--- config.mk ---
export PLATFORM = sky130hd
export DESIGN_NAME = clk_div_multi
export DESIGN_NICKNAME = d
export VERILOG_FILES = /design/src/rtl/clk_div_multi.sv
export SDC_FILE = /design/constraint.sdc
export NUM_CORES = 1
export LEC_CHECK = 0
export CAP_MARGIN = 20
export CORE_ASPECT_RATIO = 0.5
export CORE_MARGIN = 3
export CORE_UTILIZATION = 33
export CTS_BUF_LIST = sky130_fd_sc_hd__clkbuf_16
export DETAILED_ROUTE_END_ITERATION = 6
export SLEW_MARGIN = 20
export SYNTH_ARGS = -nofsm -noshare
export SYNTH_HDL_FRONTEND = slang
export SYNTH_SLANG_ARGS = --single-unit
--- constraint.sdc ---
create_clock -name clk -period 3.6 [get_ports clk]
set_input_delay 0.54 -clock clk [delete_from_list [all_inputs] [get_ports clk]]
set_output_delay 0.54 -clock clk [all_outputs]
set_load 0.01 [all_outputs]
--- src/rtl/clk_div_multi.sv ---
`default_nettype none
// ============================================================================
// Module   : clk_div_multi
// Brief    : NUM_CH independent programmable clock dividers with shadowed,
//            wrap-synchronous divisor updates, global enable and resync.
// Revision : 1.0 - initial release
// ============================================================================
module clk_div_multi #(
    parameter int NUM_CH  = 4,
    parameter int CNT_W   = 26,
    parameter int DEF_DIV = 6250000
) (
    input  logic              clk,
    input  logic              reset_n,
    input  logic              enable,
    input  logic              resync,
    input  logic              load,
    input  logic [3:0]        load_ch,
    input  logic [CNT_W-1:0]  load_div,
    input  logic              load_mode,
    output logic [NUM_CH-1:0] clk_out,
    output logic [NUM_CH-1:0] tick
);

    localparam logic [CNT_W-1:0] c_one = CNT_W'(1);
    localparam logic [CNT_W-1:0] c_def = CNT_W'(DEF_DIV);

    for (genvar i = 0; i < NUM_CH; i++) begin : g_ch
        localparam logic [3:0] c_idx = 4'(i);

        logic [CNT_W-1:0] div_q,  div_d;
        logic [CNT_W-1:0] sdiv_q, sdiv_d;
        logic [CNT_W-1:0] cnt_q,  cnt_d;
        logic             mode_q, mode_d;
        logic             smode_q, smode_d;
        logic             pend_q, pend_d;
        logic             clk_out_q, clk_out_d;
        logic             tick_q, tick_d;

        logic             w_load_hit;
        logic             w_div_zero;
        logic             w_wrap;

        // Indices at or above NUM_CH never match, so such loads are dropped.
        assign w_load_hit = load && (load_ch == c_idx);
        assign w_div_zero = (div_q == '0);
        assign w_wrap     = (cnt_q == div_q - c_one);

        always_comb begin
            div_d     = div_q;
            mode_d    = mode_q;
            sdiv_d    = sdiv_q;
            smode_d   = smode_q;
            pend_d    = pend_q;
            cnt_d     = cnt_q;
            clk_out_d = clk_out_q;
            tick_d    = 1'b0;

            if (resync) begin
                cnt_d     = '0;
                clk_out_d = 1'b0;
                if (w_load_hit) begin
                    div_d  = load_div;
                    mode_d = load_mode;
                    pend_d = 1'b0;
                end else if (pend_q) begin
                    div_d  = sdiv_q;
                    mode_d = smode_q;
                    pend_d = 1'b0;
                end
            end else if (w_load_hit && w_div_zero) begin
                // A stopped channel has no wrap to wait for.
                div_d     = load_div;
                mode_d    = load_mode;
                pend_d    = 1'b0;
                cnt_d     = '0;
                clk_out_d = 1'b0;
            end else begin
                if (w_div_zero) begin
                    cnt_d     = '0;
                    clk_out_d = 1'b0;
                end else if (enable) begin
                    if (w_wrap) begin
                        cnt_d     = '0;
                        tick_d    = 1'b1;
                        clk_out_d = mode_q ? 1'b0 : ~clk_out_q;
                        if (pend_q) begin
                            div_d  = sdiv_q;
                            mode_d = smode_q;
                            pend_d = 1'b0;
                        end
                    end else begin
                        cnt_d = cnt_q + c_one;
                    end
                end
                // A load landing on a wrap edge becomes the next pending value.
                if (w_load_hit) begin
                    sdiv_d  = load_div;
                    smode_d = load_mode;
                    pend_d  = 1'b1;
                end
            end
        end

        always_ff @(posedge clk or negedge reset_n) begin
            if (!reset_n) begin
                div_q     <= c_def;
                mode_q    <= 1'b0;
                sdiv_q    <= '0;
                smode_q   <= 1'b0;
                pend_q    <= 1'b0;
                cnt_q     <= '0;
                clk_out_q <= 1'b0;
                tick_q    <= 1'b0;
            end else begin
                div_q     <= div_d;
                mode_q    <= mode_d;
                sdiv_q    <= sdiv_d;
                smode_q   <= smode_d;
                pend_q    <= pend_d;
                cnt_q     <= cnt_d;
                clk_out_q <= clk_out_d;
                tick_q    <= tick_d;
            end
        end

        assign clk_out[i] = clk_out_q;
        assign tick[i]    = tick_q;
    end

endmodule
`default_nettype wire

### Yosys cells after proc, flatten, opt, wreduce, memory -nomap -nowiden

Index checks and enable logic that the tools add are counted.

| word-level totals | value |
|---|---|
| register bits after elaboration | 332 |
| memories kept | 0 |
| memory bits (writable) | 0 |
| word-level logic and storage cells | 261 |
| ROM bits | 0 |
| latch bits | 0 |
| input port bits | 36 |

| cells by class | value |
|---|---|
| divide/modulo/power cells | 0 |
| multipliers | 0 |
| order comparisons | 0 |
| shift operators | 0 |
| add/subtract/negate cells | 8 |
| muxes and demuxes | 144 |
| bitwise gates (word level) | 9 |
| equal/unequal tests | 15 |
| reduce and logical (&&, ||, !) cells | 53 |

Operators by type and width:

| kind | number |
|---|---|
| 26-bit 2-to-1 mux | 48 |
| 26-bit by 1-bit adder with 26-bit output (second input constant) | 4 |
| 26-bit equality test | 4 |
| 26-bit logical NOT | 4 |
| 26-bit by 1-bit subtractor with 26-bit output (second input constant) | 4 |
| 1-bit 2-to-1 mux | 96 |
| 4-bit nonzero test | 16 |
| 3-bit AND reduction | 12 |
| 3-bit nonzero test | 8 |
| 4-bit by 3-bit inequality test with 1-bit output (second input constant) | 4 |
| 3-bit by 2-bit inequality test with 1-bit output (second input constant) | 4 |
| 1-bit inverter | 9 |
| 4-bit by 2-bit equality test with 1-bit output (second input constant) | 2 |
| 1-bit logical AND | 8 |
| 2-bit AND reduction | 4 |
| 4-bit by 1-bit equality test with 1-bit output (second input constant) | 1 |
| 4-bit logical NOT | 1 |

### Longest topological paths before layout

Gate-level depths: netlist (run 1).

| depth | value |
|---|---|
| word-level depth | 8 |
| gate-level depth with buffers | 12 |
| depth with buffers taken out | 10 |

### Worst setup path before layout (run 1)

No wires, ideal clock.

| timing path | value |
|---|---|
| kind | reg-to-reg |
| start | register g_ch[0].div_q[0] |
| end | register g_ch[0].div_q[13] |
| buffers on the path | 1 |
| setup time | 0.126 ns |
| required time | 3.474 ns |
| setup slack | 0.091 ns |
| cell stages (with the launch flop) | 12 |
| data arrival time | 3.383 ns |
| cell sequence | dfrtp_1 inv_1 ha_1 nor4b_1 nand2_1 a2111oi_0 nor2_1 nor4bb_1 nand4_1 o31ai_2 buf_2 a2bb2oi_1 |

| on the way | value |
|---|---|
| longest elaborated chain between the ends | 4 |

Ends and longest elaborated chain:

| item | line | text |
|---|---|---|
| from (decl) | 31 | `logic [CNT_W-1:0] div_q, div_d;` |
| from (signal assigned) | 116 | `div_q <= div_d;` |
| 26-bit by 1-bit subtractor with 26-bit output / 26-bit logical NOT (equally long branches) | 47, 46 |  |
| 26-bit equality test / 1-bit logical AND (equally long branches) | 47, 71 |  |
| 3-bit nonzero test (no line), or another cell as far along | -- |  |
| 3-bit AND reduction (no line) / 26-bit 2-to-1 mux (equally long branches) | -- |  |

Parallel ways exist; a longest one is shown, timed or not.
A chain may end at the register's enable or synchronous reset.

### Worst setup path in the final report (run 1)

| timing path | value |
|---|---|
| start | register g_ch[3].div_q[1] |
| end | register g_ch[3].div_q[9] |

| on the way | value |
|---|---|
| longest elaborated chain between the ends | 4 |

Ends and longest elaborated chain:

| item | line |
|---|---|
| from (decl) | 31 |
| from (signal assigned) | 116 |
| 26-bit by 1-bit subtractor with 26-bit output / 26-bit logical NOT (equally long branches) | 47, 46 |
| 26-bit equality test / 1-bit logical AND (equally long branches) | 47, 71 |
| 3-bit nonzero test (no line), or another cell as far along | -- |
| 3-bit AND reduction (no line) / 26-bit 2-to-1 mux (equally long branches) | -- |

Parallel ways exist; a longest one is shown, timed or not.

==> results of run 1 <==
[registers in the layout, summed over array words and instances, names as in the netlist]
| signal | cells |
|---|---|
| g_ch.clk_out_q | 4 |
| g_ch.cnt_q | 104 |
| g_ch.mode_q | 4 |
| g_ch.tick_q | 4 |
| g_ch.sdiv_q | 104 |
| g_ch.pend_q | 4 |
| g_ch.div_q | 104 |
| g_ch.smode_q | 4 |
[final cells by class]
| type | instances | area (µm²) | area share |
|---|---|---|---|
| Antenna cell | 1 | 2.50 | 0.000112 |
| Clock buffer | 37 | 926 | 0.0415 |
| Clock inverter | 27 | 200 | 0.00897 |
| Tap cell | 768 | 961 | 0.0430 |
| Sequential cell | 332 | 8370 | 0.375 |
| Multi-Input combinational cell | 1480 | 10500 | 0.470 |
| Inverter | 32 | 120 | 0.00538 |
| Timing Repair Buffer | 134 | 1260 | 0.0566 |
[cells in the final DEF, fill, tap and decap left out, drive strengths merged, types with 41 or more instances in the layout]
cell             n
nand3           60
nand2           81
o21ai          113
xor2           107
nor4            46
a2bb2oi         81
dfrtp          284
buf             91
nand4           54
nand3b          92
o22a            55
dfstp           48
nor2           179
nor3            62
clkdlybuf4s50   41
xnor2          108
mux2           110
[what timing repair did]
action	in CTS	in global routing
buffers inserted	2	2
cloned	0	3
endpoints found under the hold margin	58	0
pin swaps	3	3
gates resized for setup	0	18
endpoints found under the setup margin	54	191
hold buffers	1	0
[path summary, 6_finish.rpt]
| check | endpoint | startpoint | slack [ns] |
|---|---|---|---|
| min in group asynchronous | g_ch[2].cnt_q[21] | reset_n | 0.58 |
| hold reg to reg | g_ch[2].sdiv_q[25] | g_ch[2].sdiv_q[25] | 0.50 |
| max in group asynchronous | g_ch[1].div_q[11] | reset_n | 2.12 |
| setup reg to reg | g_ch[3].div_q[9] | g_ch[3].div_q[1] | 0.09 |
| setup / recovery | g_ch[3].div_q[9] | g_ch[3].div_q[1] | 0.09 |
| hold / removal | g_ch[2].sdiv_q[25] | g_ch[2].sdiv_q[25] | 0.50 |
[routing by layer]
| layer | global-route usage | up-vias | routed length (µm) |
|---|---|---|---|
| met5 | 0 | - | 0 |
| met4 | 0.0447 | 0 | 1200 |
| met3 | 0.0197 | 70 | 2090 |
| met2 | 0.254 | 337 | 23000 |
| met1 | 0.249 | 7710 | 26300 |
| li1 | - | 7378 | - |
[per-stage QoR]
stage	utilization	area (µm²)	power, mW	TNS (ns)
finish	0.386	22300	11.6	0
global route	0.386	22300	12.2	-0.288
CTS	0.383	22200	11.7	-0.0349
detailed placement	0.363	21000	7.95	-0.160
global placement	0.363	21000	7.89	-0.00383
floorplan	-	19500	7.07	0
[kinds of logic after synthesis]
| logic type | share of synthesized area |
|---|---|
| simple gates | 0.210 |
| buf+inv | 0.0373 |
| compound gates | 0.149 |
| fa+ha+maj | 0.00772 |
| xor+xnor | 0.0979 |
| mux | 0.0683 |
| flops | 0.430 |
[cells in the mapped netlist, types with 12 or more instances]
cell type    n  share of area
nor4_1      43          0.014
nand2_1     81          0.016
ha_1        12         0.0077
a21oi_1     36         0.0093
nor3_1      62          0.016
nand3b_1    92          0.036
and3_1      28         0.0090
or3_1       19         0.0061
mux2_2     110          0.064
o22a_1      47          0.021
buf_2       16         0.0041
a31oi_1     18         0.0058
dfstp_2     48          0.065
clkbuf_1    83          0.016
a2bb2oi_1   81          0.036
nor2b_1     17         0.0055
xnor2_1    108          0.049
nor2_1     179          0.035
nand3_1     60          0.015
or4_1       22         0.0085
o21ai_0    107          0.028
inv_1       32         0.0062
xor2_1     107          0.048
dfrtp_1    284           0.37
nand4_1     54          0.017
[power breakdown]
part	leakage, nW	internal (mW)	switching [mW]
registers	4.19	4.51	0.834
clock network	0.569	2.08	1.55
logic	3.81	1.39	1.25
total	8.56	7.97	3.63
==> results.py, run 1 <==
metrics = {
    "setup_path": {
        "criticalPathCategory": "reg2reg",
        "cp_top_family": "simple AND/OR/NAND/NOR gates",
        "worstPathRequired_ns": 4.08,
        "critPathArrivalTime_ns": 3.99,
        "start_kind": "flip-flop",
        "crit_cells": 12,
        "cpPeakStageDelay_ns": 0.52,
        "slowest_stage": "or4_4",
        "cp_cell_sequence": "inv_1 > ha_2 > or3b_2 > or4_4 > nor4_4 > xnor2_1 > or4_4 > a2111oi_4 > buf_6 > a31o_4 > clkbuf_4 > o22a_2",
        "crit_path_max_fanout": 7,
        "reg2reg_depth": 12,
        "cp_common_cell": "or4_4",
        "cp-end-kind": "flip-flop",
        "path_buf_inv": 3,
    },
    "sta": {
        "max_freq_ghz": 0.285,
        "finClkSkew_ns": 0.0139,
        "hold_ws_ns": 0.497,
        "drv_slew": 0,
        "period_needed_ns": 3.51,
        "min_period_over_period": 0.975,
        "worstMarginPinSlew_ns": 1.02,
        "setup_ws_ns": 0.0902,
        "hold_viol_final": 0,
        "maxSlewHeadroom": 0.315,
        "setup_viol": 0,
    },
    "yosys": {
        "synth_flop_cell": "dfrtp_1",
        "yosysSeqAreaShare": 0.430,
        "synth_edf_count": 0,
        "syn-num-nets": 2013,
        "netlist_instances": 1965,
        "yosys_warnings": 0,
        "async_reset_ff_frac": 1.00,
        "syn-cell-area_mm2": 0.0195,
        "synth_seq_cells": 332,
        "synth_cell_type_count": 92,
        "synth.avg_cell_area_um2": 9.90,
    },
    "routing": {
        "antenna_left": 0,
        "drtIter0Drc": 1355,
        "drc": 0,
        "routed_wl_um": 52600,
        "vias": 15500,
        "dr.pass1.iters": 5,
        "vias_per_cell": 5.51,
        "wl_per_cell_um": 18.7,
    },
    "layout": {
        "stdcell_count": 2811,
        "nFillCells": 5680,
        "syn2layout_area_growth_pct": 14.8,
        "drive_above_1_share": 0.176,
        "nets": 2064,
    },
    "floorplanning": {
        "dieArea_mm2": 0.0621,
        "row_count": 62,
        "die_w_um": 349,
        "start_util": 0.336,
        "die_h_um": 178,
        "top_level_ports": 44,
        "coreArea_mm2": 0.0579,
    },
    "placement": {
        "place_inst": 2738,
        "pre_cts_slack_ns": -0.0398,
        "port_buffers": 43,
        "place_hpwl_um": 36300,
        "gp_congestion": 0.899,
    },
    "cts": {
        "htree_num_levels": 2,
        "clock_latency_ns": 0.53,
        "cts_tree": "done",
        "cts_buffer_depth": 3,
        "cts_root_buf": "clkbuf_16",
        "clkSinkCount": 332,
        "cts_buffers": 36,
        "clkTransAtPathRegs_ns": 0.06,
    },
    "global_route": {
        "grt_pass1_vias": 14600,
        "grt_pass1_wl_um": 83500,
        "grt_max_degree": 88,
        "overflow": 0,
        "antenna_found_initial": 1,
        "gr-usage-all-layers": 0.167,
    },
    "power_and_ir_drop": {
        "powerDensity_mw_per_mm2": 520,
        "leakage_nw": 8.56,
        "ir_drop_mv": 0.329,
    },
    "worst_hold_path": {
        "whs_path_depth": 1,
        "hp-class": "reg2reg",
    },
    "flow_run": {
        "cap_viol_max_count": 0,
    },
    "status": {
        "outcome": "finished clean",
    },
}
Power figures use the tool's default switching activity.
==> run 2: changes to the inputs <==
- CORE_UTILIZATION: 33 -> 40
==> run 2 against run 1 <==
Clock skew up 0.0051 ns. Via count down 1.1%. Wire length down 0.80%. Critical path type unchanged. Highest routed layer unchanged.
==> results.py, run 2 (same netlist as run 1, synthesis figures left out) <==
metrics = {
    "layout": {
        "top_regs": "g_ch.cnt_q (104), g_ch.div_q (104), g_ch.sdiv_q (104)",
        "syn2layout_area_growth_pct": 13.8,
        "layout_common_cells": "dfrtp_1 (284), nor2_1 (176), mux2_2 (110)",
        "diodes": 0,
        "drive_above_1_share": 0.178,
        "nets": 2065,
        "layout_commonest_cell": "dfrtp_1",
        "multiInputGateArea_mm2": 0.0105,
        "nFillCells": 4420,
        "seq_area_mm2": 0.00837,
        "stdcell_count": 2682,
    },
    "floorplanning": {
        "die_w_um": 318,
        "dieArea_mm2": 0.0515,
        "row_count": 56,
        "die_h_um": 162,
        "coreArea_mm2": 0.0474,
        "top_level_ports": 44,
        "start_util": 0.410,
    },
    "placement": {
        "pre_cts_slack_ns": -0.118,
        "port_buffers": 43,
        "gp_congestion": 0.889,
        "place_inst": 2608,
        "place_hpwl_um": 36300,
    },
    "sta": {
        "min_period_over_period": 0.957,
        "maxSlewHeadroom": 0.340,
        "tns_ns": 0,
        "rsz0062_at_grt": "false",
        "hold_viol_final": 0,
        "setup_ws_ns": 0.156,
        "max_freq_ghz": 0.290,
        "setup_viol": 0,
        "finClkSkew_ns": 0.0190,
        "hold_ws_ns": 0.0316,
        "period_needed_ns": 3.44,
        "drv_slew": 0,
        "worstMarginPinSlew_ns": 0.987,
    },
    "routing": {
        "antenna_left": 0,
        "drc": 0,
        "dr.pass1.iters": 5,
        "vias": 15300,
        "wl_per_cell_um": 19.4,
        "drtIter0Drc": 1429,
        "vias_per_cell": 5.72,
        "routed_wl_um": 52100,
    },
    "setup_path": {
        "crit_path_max_fanout": 6,
        "path_buf_inv": 2,
        "cpPeakStageDelay_ns": 0.58,
        "criticalPathCategory": "reg2reg",
        "cp_top_family": "simple AND/OR/NAND/NOR gates",
        "start_kind": "flip-flop",
        "cp-end-kind": "flip-flop",
        "reg2reg_depth": 10,
        "cp_common_cell": "or4_4",
        "cp_cell_sequence": "or4_4 > or4_4 > nor3_2 > xnor2_1 > or4_4 > a2111oi_4 > buf_4 > buf_4 > a31oi_2 > o22a_1",
        "worstPathRequired_ns": 4.08,
        "slowest_stage": "or4_4",
        "critPathArrivalTime_ns": 3.92,
        "r2r_setup_slack_ns": 0.16,
        "r2r_start": "g_ch[3].div_q[9]",
        "r2r_end": "g_ch[3].div_q[19]",
    },
    "global_route": {
        "grt_pass1_wl_um": 83900,
        "gr-usage-all-layers": 0.201,
        "antenna_found_initial": 1,
        "overflow": 0,
        "grt_max_degree": 102,
        "grt_pass1_vias": 14600,
    },
    "power_and_ir_drop": {
        "ir_drop_mv": 0.253,
        "powerDensity_mw_per_mm2": 527,
        "leakage_nw": 8.58,
    },
    "cts": {
        "htree_num_levels": 2,
        "hold_buffers": 0,
        "cts_root_buf": "clkbuf_16",
        "clkTransAtPathRegs_ns": 0.07,
        "cts_buffers": 35,
        "cts_tree": "done",
        "clock_latency_ns": 0.54,
        "clkSinkCount": 332,
        "cts_buffer_depth": 3,
    },
    "flow_run": {
        "cap_viol_max_count": 0,
    },
    "status": {
        "outcome": "finished clean",
    },
    "worst_hold_path": {
        "hp-class": "in2async",
    },
}
run 2: cell count changes in the layout (fill, tap and decap cells not counted), sizes merged:
cell | previous run | this run
clkinv | 17 | 7
inv | 37 | 46
buf | 91 | 95
diode | 1 | 0
clkinvlp | 2 | 4
clkbuf | 38 | 35
bufinv | 3 | 4
dlygate4sd3 | 1 | 0
run 2: worst max-delay path by stage:
stage / start / cells after the start / to / slack (ns)
after floorplan: g_ch[0].div_q[0] / 11 / g_ch[0].div_q[13] / 0.09
after global placement: g_ch[3].div_q[1] / 10 / g_ch[3].div_q[5] / -0.06
after detailed placement: g_ch[3].div_q[1] / 10 / g_ch[3].div_q[5] / -0.12
after CTS: g_ch[3].div_q[1] / 11 / g_ch[3].div_q[13] / 0.01
after global routing: g_ch[2].div_q[1] / 12 / g_ch[2].div_q[18] / 0.005
final: g_ch[3].div_q[9] / 10 / g_ch[3].div_q[19] / 0.16
run 2: final cells by class:
type,count,area share
multi-input combinational,1480,0.473
sequential,332,0.378
timing repair buffer,136,0.0559
clock buffer,35,0.0396
tap,638,0.0361
clock inverter,29,0.0121
inverter,32,0.00542
run 2: timing repair:
action | in CTS | in global routing
resized for setup | 0 | 14
hold endpoints to repair | 0 | 0
buffers inserted | 4 | 3
cloned | 1 | 2
pin swaps | 3 | 3
endpoints found under the setup margin | 54 | 171
run 2: power by group:
group | leakage [nW] | internal, mW | switching (mW)
Combinational | 3.81 | 1.39 | 1.24
Sequential | 4.19 | 4.50 | 0.841
Clock | 0.581 | 2.09 | 1.61
run 2: routing by layer:
metal  GRT usage  share of wire
met5           0              0
met3      0.0274          0.054
met4      0.0470          0.020
met2       0.286           0.41
met1       0.318           0.51
run 2: through the flow:
stage | area, µm² | utilization | power [mW]
floorplan | 19500 | - | 7.07
global placement | 20800 | 0.439 | 7.87
detailed placement | 20800 | 0.439 | 7.94
CTS | 22000 | 0.464 | 11.7
global route | 22100 | 0.467 | 12.3
finish | 22100 | 0.467 | 11.7
